### config.mk
export PLATFORM = sky130hd
export DESIGN_NAME = time_keeper
export DESIGN_NICKNAME = d
export VERILOG_FILES = /design/src/rtl/time_keeper_pkg.sv /design/src/rtl/time_keeper_tick.sv /design/src/rtl/time_keeper.sv
export SDC_FILE = /design/constraint.sdc
export NUM_CORES = 1
export LEC_CHECK = 0
export ABC_AREA = 1
export CORE_MARGIN = 4
export CORE_UTILIZATION = 54
export DETAILED_ROUTE_END_ITERATION = 16
export PLACE_DENSITY = 0.85
export RECOVER_POWER = 100
export SYNTH_ARGS = -nofsm -noshare
export SYNTH_HDL_FRONTEND = slang
export SYNTH_SLANG_ARGS = --single-unit
### constraint.sdc
create_clock -name CLK -period 3.64 [get_ports CLK]
set_input_delay 1.092 -clock CLK [delete_from_list [all_inputs] [get_ports CLK]]
set_output_delay 1.092 -clock CLK [all_outputs]
set_load 0.02 [all_outputs]
### src/rtl/time_keeper_pkg.sv
// Shared constants for the 12-hour time-of-day counter: mode code, field limits
// and FSM encodings used by time_keeper and its prescaler.
package time_keeper_pkg;

    localparam logic [3:0] MODE_TIME_SET = 4'b0000;

    localparam logic [6:0] SEC_MAX  = 7'd59;
    localparam logic [6:0] MIN_MAX  = 7'd59;
    localparam logic [6:0] HOUR_MAX = 7'd11;

    localparam logic [1:0] S_RUN  = 2'd0;
    localparam logic [1:0] S_HOLD = 2'd1;
    localparam logic [1:0] S_LOAD = 2'd2;

endpackage

### src/rtl/time_keeper_tick.sv
// Clock prescaler: one-cycle TICK every TICK_DIV cycles, restarted by CLR.
module tick_gen #(
    parameter int TICK_DIV = 1000,
    parameter int CNT_W    = 10
) (
    input  logic CLK,
    input  logic RESET,
    input  logic CLR,
    output logic TICK
);

    localparam logic [CNT_W-1:0] CNT_LAST = CNT_W'(TICK_DIV - 1);

    logic [CNT_W-1:0] cnt_q;
    logic [CNT_W-1:0] cnt_d;
    logic             tick;

    // TICK is combinational so the owner can advance on the same edge the count wraps.
    assign tick = (cnt_q == CNT_LAST) && !CLR;
    assign TICK = tick;

    always_comb begin
        cnt_d = cnt_q + 1'b1;
        if (CLR || tick) begin
            cnt_d = '0;
        end
    end

    always_ff @(posedge CLK or posedge RESET) begin
        if (RESET) begin
            cnt_q <= '0;
        end else begin
            cnt_q <= cnt_d;
        end
    end

endmodule

### src/rtl/time_keeper.sv
// 12-hour time-of-day counter: freezes during time-set, loads the set values on
// exit, then advances once per prescaler tick with SEC_TICK / DAY_CARRY pulses.
module time_keeper
    import time_keeper_pkg::*;
#(
    parameter int TICK_DIV = 1000,
    parameter int CNT_W    = 10
) (
    input  logic       CLK,
    input  logic       RESET,
    input  logic [3:0] MODE,
    input  logic       SET_MERIDIEM,
    input  logic [6:0] SET_HOUR,
    input  logic [6:0] SET_MIN,
    input  logic [6:0] SET_SEC,
    output logic       MERIDIEM,
    output logic [6:0] HOUR,
    output logic [6:0] MIN,
    output logic [6:0] SEC,
    output logic       SEC_TICK,
    output logic       DAY_CARRY
);

    // The set stage can hand over wrapped values, so anything out of range loads as 0.
    function automatic logic [6:0] sanitize(input logic [6:0] val, input logic [6:0] max_val);
        return (val > max_val) ? 7'd0 : val;
    endfunction

    logic [1:0] state_q,     state_d;
    logic       meridiem_q,  meridiem_d;
    logic [6:0] hour_q,      hour_d;
    logic [6:0] min_q,       min_d;
    logic [6:0] sec_q,       sec_d;
    logic       sec_tick_q,  sec_tick_d;
    logic       day_carry_q, day_carry_d;

    logic mode_set;
    logic presc_clr;
    logic tick;

    assign mode_set  = (MODE == MODE_TIME_SET);
    // Clearing on mode_set as well makes hold win over a coincident tick.
    assign presc_clr = (state_q != S_RUN) || mode_set;

    tick_gen #(
        .TICK_DIV (TICK_DIV),
        .CNT_W    (CNT_W)
    ) u_tick_gen (
        .CLK   (CLK),
        .RESET (RESET),
        .CLR   (presc_clr),
        .TICK  (tick)
    );

    always_comb begin
        state_d     = state_q;
        meridiem_d  = meridiem_q;
        hour_d      = hour_q;
        min_d       = min_q;
        sec_d       = sec_q;
        sec_tick_d  = 1'b0;
        day_carry_d = 1'b0;

        case (state_q)
            S_RUN: begin
                if (mode_set) begin
                    state_d = S_HOLD;
                end else if (tick) begin
                    sec_tick_d = 1'b1;
                    if (sec_q == SEC_MAX) begin
                        sec_d = 7'd0;
                        if (min_q == MIN_MAX) begin
                            min_d = 7'd0;
                            if (hour_q == HOUR_MAX) begin
                                hour_d      = 7'd0;
                                meridiem_d  = ~meridiem_q;
                                day_carry_d = meridiem_q;
                            end else begin
                                hour_d = hour_q + 7'd1;
                            end
                        end else begin
                            min_d = min_q + 7'd1;
                        end
                    end else begin
                        sec_d = sec_q + 7'd1;
                    end
                end
            end
            S_HOLD: begin
                if (!mode_set) begin
                    state_d = S_LOAD;
                end
            end
            S_LOAD: begin
                meridiem_d = SET_MERIDIEM;
                hour_d     = sanitize(SET_HOUR, HOUR_MAX);
                min_d      = sanitize(SET_MIN, MIN_MAX);
                sec_d      = sanitize(SET_SEC, SEC_MAX);
                state_d    = mode_set ? S_HOLD : S_RUN;
            end
            default: begin
                state_d = S_RUN;
            end
        endcase
    end

    always_ff @(posedge CLK or posedge RESET) begin
        if (RESET) begin
            state_q     <= S_RUN;
            meridiem_q  <= 1'b0;
            hour_q      <= 7'd0;
            min_q       <= 7'd0;
            sec_q       <= 7'd0;
            sec_tick_q  <= 1'b0;
            day_carry_q <= 1'b0;
        end else begin
            state_q     <= state_d;
            meridiem_q  <= meridiem_d;
            hour_q      <= hour_d;
            min_q       <= min_d;
            sec_q       <= sec_d;
            sec_tick_q  <= sec_tick_d;
            day_carry_q <= day_carry_d;
        end
    end

    assign MERIDIEM  = meridiem_q;
    assign HOUR      = hour_q;
    assign MIN       = min_q;
    assign SEC       = sec_q;
    assign SEC_TICK  = sec_tick_q;
    assign DAY_CARRY = day_carry_q;

endmodule

==> run_results.csv <==
group,metric,value,unit
outcome,status,"completed",
sta,slew_headroom,27.6,%
cts,path_clk_slew,0.07,ns
critical_path,cp-end-kind,"flip-flop",
synthesis,synth_ff_type,"dfrtp_1",
route,wl_per_cell,12.1,um
hold_path,holdCritPathClass,"flip-flop to flip-flop",
flow_run,max-cap-violations,0,
die,die_area,0.00535,mm2
power,vdd_drop_max,0.345,mV
critical_path,crit_required,3.81,ns
synthesis,synth_common_cells,"119 x nand2_1, 36 x dfrtp_1, 34 x nor2_1",
cts,cts_tree,"built",
power,p_leak,1.49,nW
sta,finalClockSkew,0.00556,ns
cts,htreeDepth,2,
route,drc,0,
finish,drive_gt1_share,5.51,%
global_routing,grt_pass1_wl,8950,um
synthesis,yosysMostFrequentCell,"nand2_1",
synthesis,synthTopCellsByArea,"dfrtp_1 39%, nand2_1 19%, nand3_1 6.1%, nor2_1 5.6%, inv_1 4.4%",
power,p_sw_share,33.6,%
sta,period_share,79.7,%
finish,synthToLayoutAreaGrowth,26.7,%
synthesis,synth_cell_types,30,
power,finalPower,1.16,mW
synthesis,ys_seq_area_share,39.3,%
route,via_per_inst,5.13,
power,p_comb_share,28.2,%
cts,clkLatencyLatePin,0.29,ns
sta,final_hold_viol_count,0,
cts,cts_sinks,36,
global_routing,gr-total-overflow,0,
critical_path,startpoint_type,"input port",
placement,hpwl,3780,um
power,p_per_area,398,mW/mm2
global_routing,grtUsageTotal,21.3,%
die,initial_core_util,56.5,%
route,first_pass_iters,4,
finish,post-route-util,71.6,%
sta,rsz0062_at_grt,"false",
critical_path,arrival,3.07,ns
critical_path,r2r_slack,1.47,ns
synthesis,avgSynthCellArea,7.01,um2
synthesis,synth_edf_count,0,
route,vias,2209,
global_routing,antenna_found_initial,0,
route,drt_wl_total,5230,um
synthesis,synth_seq_cells,36,
die,die_w,73.2,um
die,chipHeight,73.2,um
route,ant_nets,0,
global_routing,grt_pass1_vias,2071,
power,p_seq_share,46.4,%
cts,cts_setup_buffers,0,
sta,worst_pin_slew,1.07,ns
synthesis,synth_top_cell_area_share,39.3,%
sta,setup_viol,0,
placement,numPortBuffers,51,
die,core,0.00406,mm2
synthesis,synth.net_count,359,
finish,nNetsFinal,412,
synthesis,yosysTopAreaCell,"dfrtp_1",
critical_path,path_max_fanout,19,
finish,num_antenna_cells,0,
placement,globalplace.congestion,0.871,
sta,slew_viol_final,0,
critical_path,crit_type,"input port to flip-flop",
cts,ctsLongestPathBuffers,2,
route,drt_iter0_markers,97,
synthesis,async_reset_ff_share,100,%
cts,cts_buffers,5,
power,p_int,0.767,mW
cts,cts-root-buf,"clkbuf_8",
sta,max_freq,345,MHz
synthesis,synthesis.area,0.00229,mm2
power,p_switching,0.389,mW
sta,min_period,2.90,ns
die,rows,23,
synthesis,netlist_instances,327,
cts,holdBufCountCts,0,
power,p_clk_share,25.4,%
die,io_pins,52,
global_routing,grt_max_degree,37,
synthesis,ys_warn_count,0,
cts,post_cts_resized,0,
sta,setup_tns,0,ns
==> cell type report <==
class / instances / area, um2
multi-input cells: 250 / 1200
fillers: 344 / 1150
flip-flops and latches: 36 / 901
repair buffers: 52 / 518
inverters: 35 / 133
clock buffers: 8 / 90.1
well taps: 50 / 62.6
==> layout by cell type (no fill, tap or decap), types with 2 or more instances in the layout <==
cell type        netlist  routed
nor2_1                34      34
dfrtp_1               36      36
nor3b_1                3       3
nor3_1                 5       5
o21ai_1                8       8
a21oi_1                4       4
ha_1                   4       4
clkbuf_1               0       2
xnor2_1                2       2
dlygate4sd3_1          0      26
xor2_1                 7       7
inv_2                  6       4
nand4_1               14      14
nor2_4                 3       3
clkdlybuf4s50_1        0      25
inv_1                 27      29
clkbuf_8               0       6
o21ai_0                6       7
nor2_2                 2       2
nand2_1              119     121
nand3b_1               2       2
nand3_1               28      28
==> sequential cells by signal (all words and copies together) (netlist names) <==
register,flops
MERIDIEM,1
DAY_CARRY,1
HOUR,7
u_tick_gen.cnt_q,10
MIN,7
state_q,2
SEC,7
SEC_TICK,1
==> worst max-delay path: stages <==
cell           delay (ns)
dlygate4sd3_1        0.54
nor2_1               0.11
nand2_1              0.09
inv_1                0.12
nor2_4               0.04
nand2_1              0.11
nand2_1              0.41
nand2_4              0.27
clkinv_2             0.14
nand2_1              0.08
nand2_1              0.06
==> cells by family after synthesis <==
logic type                 synth area share, %
buffers and inverters                     7.75
and+or+nand+nor                           42.7
AOI/OAI and AO/OA                         4.64
DFF                                       39.3
adders and majority gates                 2.18
xor gates and xnor gates                  3.44
==> per-layer routing <==
| metal | GRT usage (%) | wire (um) | up-vias | share of wire (%) |
|---|---|---|---|---|
| li1 | - | - | 1152 | - |
| met1 | 27.9 | 2470 | 1000 | 47 |
| met2 | 34.1 | 2420 | 51 | 46 |
| met3 | 5.23 | 278 | 6 | 5.3 |
| met4 | 7.79 | 66 | 0 | 1.3 |
| met5 | 0 | 0 | - | 0 |
==> metrics by stage <==
stage | worst slack [ns] | hold slack, ns | cells | cell area, um2
after floorplan | 1.67 | 0.494 | 327 | 2290
after global placement | 1.05 | 0.520 | 423 | 2830
after detailed placement | 0.984 | 0.507 | 423 | 2830
after CTS | 1.06 | 0.535 | 431 | 2920
after global routing | 0.560 | 0.566 | 431 | 2900
final | 0.739 | 0.525 | 431 | 2900
==> power groups by stage <==
| stage | clock network (mW) | logic (mW) | registers (mW) |
|---|---|---|---|
| global route | 0.319 | 0.370 | 0.547 |
| floorplan | 0 | 0.181 | 0.562 |
| finish | 0.293 | 0.326 | 0.537 |
| detailed placement | 0 | 0.342 | 0.542 |
| global placement | 0 | 0.334 | 0.540 |
| CTS | 0.300 | 0.344 | 0.536 |
==> path summary, 6_finish.rpt <==
kind                       startpoint             endpoint  cells past startpoint
max                           MODE[2]               MIN[0]                     11
min                          MERIDIEM             MERIDIEM                      2
max reg2reg                state_q[1]              HOUR[1]                      7
min reg2reg                  MERIDIEM             MERIDIEM                      2
max in group asynchronous       RESET              HOUR[1]                      3
min in group asynchronous       RESET  u_tick_gen.cnt_q[3]                      3
(Power assumes the default switching activity.)
